## src/rtl/seg7_letter_decoder.sv

```systemverilog
// seg7_letter_decoder: synchronizes a strobed 7-segment pattern, decodes it to a letter code and tracks the SEnOLGULGOnUL sequence.
// Optional strobe debounce filter enabled by defining SEG7_LETTER_DECODER_DEBOUNCE_EN.
module seg7_letter_decoder (
  input  logic       clk,
  input  logic       rst,
  input  logic [6:0] seg_in,
  input  logic       seg_stb,
  output logic       sym_valid,
  input  logic       sym_ready,
  output logic [3:0] sym_code,
  output logic       sym_err,
  output logic       match,
  output logic [3:0] seq_pos,
  output logic       ovf
);
  localparam logic [0:0] EMPTY = 1'b0;
  localparam logic [0:0] FULL  = 1'b1;
  localparam logic [3:0] SYM_S = 4'd0;
  localparam logic [3:0] SYM_UNK = 4'hF;
  // Expected sequence, element i in nibble i: S,E,n,O,L,G,U,L,G,O,n,U,L
  localparam logic [51:0] EXP_SEQ = 52'h4623546543210;
  logic       stb_s1_q, stb_s1_d, stb_s2_q, stb_s2_d;
  logic [6:0] seg_s1_q, seg_s1_d, seg_s2_q, seg_s2_d, seg_e_q, seg_e_d;
  logic       edge_q, edge_d, rise;
  logic [0:0] state_q, state_d;
  logic [3:0] code_q, code_d, pos_q, pos_d, dec, exp_code;
  logic       err_q, err_d, match_q, match_d, ovf_q, ovf_d;
  logic       load, hit, last;
`ifdef SEG7_LETTER_DECODER_DEBOUNCE_EN
  logic       filt_q, filt_d;
  logic [1:0] cnt_q, cnt_d;
  // Filter flips only on the 4th consecutive sample disagreeing with it
  always_comb begin
    cnt_d  = (stb_s2_q == filt_q) ? 2'd0 : cnt_q + 2'd1;
    filt_d = (stb_s2_q != filt_q && cnt_q == 2'd3) ? stb_s2_q : filt_q;
  end
  assign rise = filt_d & ~filt_q;
  always_ff @(posedge clk) begin
    if (rst) begin
      filt_q <= 1'b0;
      cnt_q  <= 2'd0;
    end else begin
      filt_q <= filt_d;
      cnt_q  <= cnt_d;
    end
  end
`else
  logic prev_q, prev_d;
  assign prev_d = stb_s2_q;
  assign rise   = stb_s2_q & ~prev_q;
  always_ff @(posedge clk) begin
    if (rst) prev_q <= 1'b0;
    else     prev_q <= prev_d;
  end
`endif
  always_comb begin
    dec = (seg_e_q == 7'b1011011) ? 4'd0 :
          (seg_e_q == 7'b1001111) ? 4'd1 :
          (seg_e_q == 7'b0010101) ? 4'd2 :
          (seg_e_q == 7'b1111110) ? 4'd3 :
          (seg_e_q == 7'b0001110) ? 4'd4 :
          (seg_e_q == 7'b1011111) ? 4'd5 :
          (seg_e_q == 7'b0111110) ? 4'd6 : SYM_UNK;
  end
  always_comb begin
    stb_s1_d = seg_stb;
    stb_s2_d = stb_s1_q;
    seg_s1_d = seg_in;
    seg_s2_d = seg_s1_q;
    edge_d   = rise;
    seg_e_d  = seg_s2_q;
    load     = edge_q && (state_q == EMPTY || sym_ready);
    exp_code = EXP_SEQ[{pos_q, 2'b00} +: 4];
    hit      = dec == exp_code;
    last     = pos_q == 4'd12;
    state_d  = load ? FULL : (state_q == FULL && sym_ready) ? EMPTY : state_q;
    code_d   = load ? dec : code_q;
    err_d    = load ? dec == SYM_UNK : err_q;
    pos_d    = !load ? pos_q : hit ? (last ? 4'd0 : pos_q + 4'd1) : (dec == SYM_S ? 4'd1 : 4'd0);
    match_d  = load && hit && last;
    ovf_d    = ovf_q | (edge_q && state_q == FULL && !sym_ready);
  end
  always_ff @(posedge clk) begin
    if (rst) begin
      stb_s1_q <= 1'b0;
      stb_s2_q <= 1'b0;
      seg_s1_q <= 7'd0;
      seg_s2_q <= 7'd0;
      edge_q   <= 1'b0;
      seg_e_q  <= 7'd0;
      state_q  <= EMPTY;
      code_q   <= 4'd0;
      err_q    <= 1'b0;
      pos_q    <= 4'd0;
      match_q  <= 1'b0;
      ovf_q    <= 1'b0;
    end else begin
      stb_s1_q <= stb_s1_d;
      stb_s2_q <= stb_s2_d;
      seg_s1_q <= seg_s1_d;
      seg_s2_q <= seg_s2_d;
      edge_q   <= edge_d;
      seg_e_q  <= seg_e_d;
      state_q  <= state_d;
      code_q   <= code_d;
      err_q    <= err_d;
      pos_q    <= pos_d;
      match_q  <= match_d;
      ovf_q    <= ovf_d;
    end
  end
  assign sym_valid = state_q == FULL;
  assign sym_code  = code_q;
  assign sym_err   = err_q;
  assign match     = match_q;
  assign seq_pos   = pos_q;
  assign ovf       = ovf_q;
endmodule

```

## config.mk

```make
export PLATFORM = sky130hd
export DESIGN_NAME = seg7_letter_decoder
export DESIGN_NICKNAME = d
export VERILOG_FILES = /design/src/rtl/seg7_letter_decoder.sv
export SDC_FILE = /design/constraint.sdc
export NUM_CORES = 1
export LEC_CHECK = 0
export ABC_CLOCK_PERIOD_IN_PS = 1900
export CAP_MARGIN = 20
export CORE_MARGIN = 8
export CORE_UTILIZATION = 45
export DETAILED_ROUTE_END_ITERATION = 12
export MAX_ROUTING_LAYER = met4
export PLACE_DENSITY = 0.71
export RECOVER_POWER = 25
export SLEW_MARGIN = 20
export SYNTH_ARGS = -nofsm -noshare
export SYNTH_HDL_FRONTEND = slang
export SYNTH_SLANG_ARGS = --single-unit
```

## constraint.sdc

```tcl
create_clock -name clk -period 1.9 [get_ports clk]
set_input_delay 0.57 -clock clk [delete_from_list [all_inputs] [get_ports clk]]
set_output_delay 0.57 -clock clk [all_outputs]
set_load 0.01 [all_outputs]
```

======== Yosys cells after proc, flatten, opt, wreduce, memory -nomap -nowiden ========
Index checks and enable logic that the tools add are counted.
cells by class
  shifts and indexed selects .............. 1
  reductions and logical operators ........ 10
  eq/ne operators ......................... 10
  muxes and demuxes ....................... 12
  bitwise operators ....................... 4
  $add $sub $neg .......................... 1
operators by type and width
  cell                       number
  $shiftx A52 B7 Y4 const A  1
  $mux W4                    9
  $eq A7 B7 Y1 const B       4
  $eq A4 B4 Y1 const B       2
  $eq A7 B4 Y1 const B       1
  $eq A7 B5 Y1 const B       1
  $eq A7 B6 Y1 const B       1
  $logic_and A1 B1 Y1        6
  $add A4 B1 Y4 const B      1
  $eq A4 B4 Y1               1
  $logic_not A4 Y1           1
  $mux W1                    3
  $not A1 Y1                 2
  $reduce_bool A2 Y1         1
  $and A1 B1 Y1              1
  $logic_not A1 Y1           1
  $logic_or A1 B1 Y1         1
  $or A1 B1 Y1               1
word-level totals
  register bits after elaboration ......... 37

======== Longest topological paths before layout ========
  depth in word-level cells ............... 11
  gate-level depth with buffers ........... 8
  depth with buffers taken out ............ 8

======== Least setup slack after synthesis ========
Ideal clock, no wire load.
  path type ............................... reg2reg
  from .................................... register pos_q[0], in the netlist seq_pos[0]
  to ...................................... register pos_q[2], in the netlist seq_pos[2]
  slack ................................... -0.081 ns
  stages on the path, launching flop included .. 9
  path buffers ............................ 0
  data arrival time ....................... 1.907 ns
  clock period less this slack ............ 1.981 ns
  cells stage by stage .................... dfxtp_1 > inv_1 > ha_1 > mux2_2 > o21ai_0 > xor2_2 > nor3_4 > nand3_1 > a31oi_1
between the ends
  longest elaborated chain between the ends .. 3
  elaborated cells on any way between the ends .. 6
ends and longest elaborated chain
  item                                       line    text
  start, declared                            26      logic [3:0] code_q, code_d, pos_q, pos_d, dec, exp_code;
  start signal, assigned                     107     pos_q <= pos_d;
  $shiftx A52 B7 Y4 (tied with other cells)  73      exp_code = EXP_SEQ[{pos_q, 2'b00} +: 4];
  $eq A4 B4 Y1 or $mux W4 (tied branches)    74, 79
  $mux W4 *                                  79      pos_d = !load ? pos_q : hit ? (last ? 4'd0 : pos_q + 4'd1) : (dec == SYM_S ? 4'd1 : 4'd0);
Mark *: on every way between the ends. The rest lies on a longest branch, timed or not.
A chain may end at the register's enable or synchronous reset.

======== Worst setup path after layout ========
  from .................................... register seg_e_q[4]
  to ...................................... register code_q[3], in the netlist sym_code[3]
between the ends
  longest elaborated chain between the ends .. 8
  elaborated cells on any way between the ends .. 14
ends and longest elaborated chain
  item                    line  text
  start, declared         23    logic [6:0] seg_s1_q, seg_s1_d, seg_s2_q, seg_s2_d, seg_e_q, seg_e_d;
  start signal, assigned  103   seg_e_q <= seg_e_d;
  $eq A7 B6 Y1            63    (seg_e_q == 7'b0111110) ? 4'd6 : SYM_UNK;
  $mux W4                 63
  $mux W4                 62    (seg_e_q == 7'b1011111) ? 4'd5 :
  $mux W4                 61    (seg_e_q == 7'b0001110) ? 4'd4 :
  $mux W4                 60    (seg_e_q == 7'b1111110) ? 4'd3 :
  $mux W4                 59    (seg_e_q == 7'b0010101) ? 4'd2 :
  $mux W4                 58    (seg_e_q == 7'b1001111) ? 4'd1 :
  $mux W4 *               57    dec = (seg_e_q == 7'b1011011) ? 4'd0 :
  end signal, assigned    105   code_q <= code_d;
  end, declared           26
Marked as above.

==> metrics.txt <==
Critical Path Source Type flop; Post-Syn Instances 160; largest net degree at the start of global routing 34; number of synthesized flops with an enable pin 0; Fmax achieved approximately 0.52 GHz; Detailed Route WL approximately 3.2 mm; Crit-path slowest cell or4_4; Required @ worst endpoint ~2100 ps; endpoints failing setup 3; post-synthesis average cell area about 9.6 sq um; vias per inst between 5 and 6; dpl hpwl 2.21 mm; Crit Path Class reg2reg; Die Wd roughly 74 um; TritonCTS Sinks 37; grt ovf 0; slowest cell delay on critical path about 500 ps; count of final max-slew check failures 0; setup_tns -49.0 ps; DP Worst Slack -80.5 ps; vias in the first global route 1283; Worst VDD drop ~500 uV; R2R depth 10; Rows 21; Yosys top cell area share between 40% and 50%; PwrDens 617 nW/um^2; wire per inst about 13 um; hold path start prev_q; min Tclk post-route around 1900 ps; first-pass GRT wire length 5.52 mm; worst skew pair latency 330 ps; DR pass1 iterations 4; die area ~5500 sq um; Root Buffer Master clkbuf_4; RR Startpoint seg_e_q[4]; critical-path cell list buf_4, or4_4, a31oi_4, buf_4, buf_4, buf_4, buf_4, nor2_1, nand2_1, a21oi_1; routability cong. 0.894; CTS tree built; Hold Path Class reg2reg; ANT cells 0; htree depth 2; initial antenna violation count 0; worst reg2reg path endpoint sym_code[3]; Port Buffers 22; Synth top cells by count dfxtp_1, nor2b_1, nand2_1, nor2_1, a21oi_1; largest cells by area after synthesis dfxtp_1, nor2b_1, nand2_1; gr usage total between 10% and 20%; fraction of layout cells with a size suffix above 1 29.1%; Nets approximately 220; Final ANT Viol Nets 0; Slew @ Worst Pin a little over 400 ps; routed vias ~1300; MaxCap Viol Count 0; #FFs+latches synth 37; number of I/O pins 23; status finished with violations; final hold violations 0; core footprint 3310 sq um; Iteration-0 DRC Markers 39; Netlist cell types about 40; CTS buffer count 5; register area share after synthesis between 40% and 50%; count leader, synth dfxtp_1; hold_buf cts 0; clock buffer depth 2; Crit path arrival time about 2100 ps; Final Cycle Share 101%; area leader, netlist dfxtp_1; Post-synth top flop dfxtp_1; Setup Skew 7.64 ps; Ys Warns 0; Clock transition at path regs 110 ps; crit end category flop; Die Y ~74 um; mapped cell area ~1500 sq um; slew margin rel. between 70 and 80%; Reg2Reg Setup Slack -20 ps; final worst-path setup slack -18.4 ps; syn_nets ~180; # DRC 0; violated checks setup timing; cell leakage power around 0.8 nW; RSZ-0062 raised after global routing yes; worst hold stages 1; Layout area overhead 35.2%; ys async rst share 0%; hold endpoint edge_q; CP most frequent cell buf_4; crit-path max FO 7; initial core utilization a little under half
cell type report:
cell class | instances | area, sq um
Tap cell | 46 | 57.6
Fill cell | 292 | 1240
Inverter | 5 | 18.8
Timing Repair Buffer | 43 | 389
Sequential cell | 37 | 754
Clock inverter | 2 | 10.0
Multi-Input combinational cell | 110 | 803
Clock buffer | 6 | 41.3
where the power goes:
part | leakage, nW | switching [W] | internal (W)
clock network | 0.0320 | 0.000243 | 0.000141
logic | 0.457 | 0.0000341 | 0.0000521
registers | 0.307 | 0.0000102 | 0.000799
total | 0.796 | 0.000288 | 0.000992
cell families after synthesis:
group / synth area share (%)
XOR/XNOR: 1.63
AO/OA/AOI/OAI: 10.9
adder cells (fa/ha/maj): 3.26
flip-flops: 48.3
buffers and inverters: 4.65
multiplexers: 1.39
AND/OR/NAND/NOR: 29.9
sequential cells by signal (all words and copies together), names as in the netlist:
signal / count
prev_d: 1
edge_q: 1
sym_err: 1
ovf: 1
seg_e_q: 7
seq_pos: 4
sym_valid: 1
prev_q: 1
match: 1
stb_s1_q: 1
seg_s1_q: 7
sym_code: 4
seg_e_d: 7
per-layer routing:
| metal | GRT usage [%] | routed length (um) | vias to the layer above |
|---|---|---|---|
| li1 | - | - | 637 |
| met5 | - | 0 | - |
| met4 | 6.74 | 46 | 0 |
| met1 | 13.8 | 1320 | 587 |
| met2 | 22.4 | 1740 | 27 |
| met3 | 3.77 | 137 | 6 |
what timing repair did:
action	4_1_cts	5_1_grt
endpoints found under the setup margin	9	9
setup buffers	4	1
pin swaps	9	9
gates resized for setup	14	19
metrics by stage:
step	utilization (%)	power (W)	instances	hold WS [ps]	area (sq um)
floorplan	-	0.000867	160	367	1530
global placement	56.8	0.000905	236	372	1880
detailed placement	56.8	0.000908	236	383	1880
CTS	60.3	0.00130	248	399	2000
global route	62.7	0.00134	249	427	2070
finish	62.7	0.00128	249	398	2070
layout by cell type, fill, tap and decap left out, types with 2 or more instances in the layout:
cell,Yosys,final
a211oi_1,2,2
a21oi_1,9,8
a31oi_1,4,3
and3_1,2,2
buf_4,1,18
buf_6,1,3
clkbuf_4,0,5
clkdlybuf4s50_1,0,19
clkinv_2,0,2
dfxtp_1,37,28
dfxtp_2,0,8
dlygate4sd2_1,0,2
ha_1,4,3
inv_1,5,3
inv_2,0,2
nand2_1,14,13
nand3_1,4,3
nand4_1,4,4
nor2_1,11,10
nor2b_1,27,27
o21ai_0,3,2
o41ai_1,2,2
or4_4,0,2
critical path, delay by kind of cell (launching register included):
kind / cells / cell delay [ps]
AO/OA/AOI/OAI: 2 / 280
buffers and inverters: 5 / 580
flip-flops: 1 / 340
AND/OR/NAND/NOR: 3 / 610
worst max path at each step:
stage               start           to  cells past startpoint  slack (ps)
2_1_floorplan  seg_e_q[6]   seq_pos[2]                      7           3
3_3_place_gp   seg_e_q[4]   seq_pos[2]                      7         -30
3_5_place_dp   seg_e_q[4]   seq_pos[2]                      7         -80
4_1_cts        seg_e_q[0]   seq_pos[1]                      7         -30
5_1_grt        seg_e_q[0]   seq_pos[1]                      7        -130
6_report       seg_e_q[4]  sym_code[3]                     10         -20
Power figures use the tool's default switching activity.
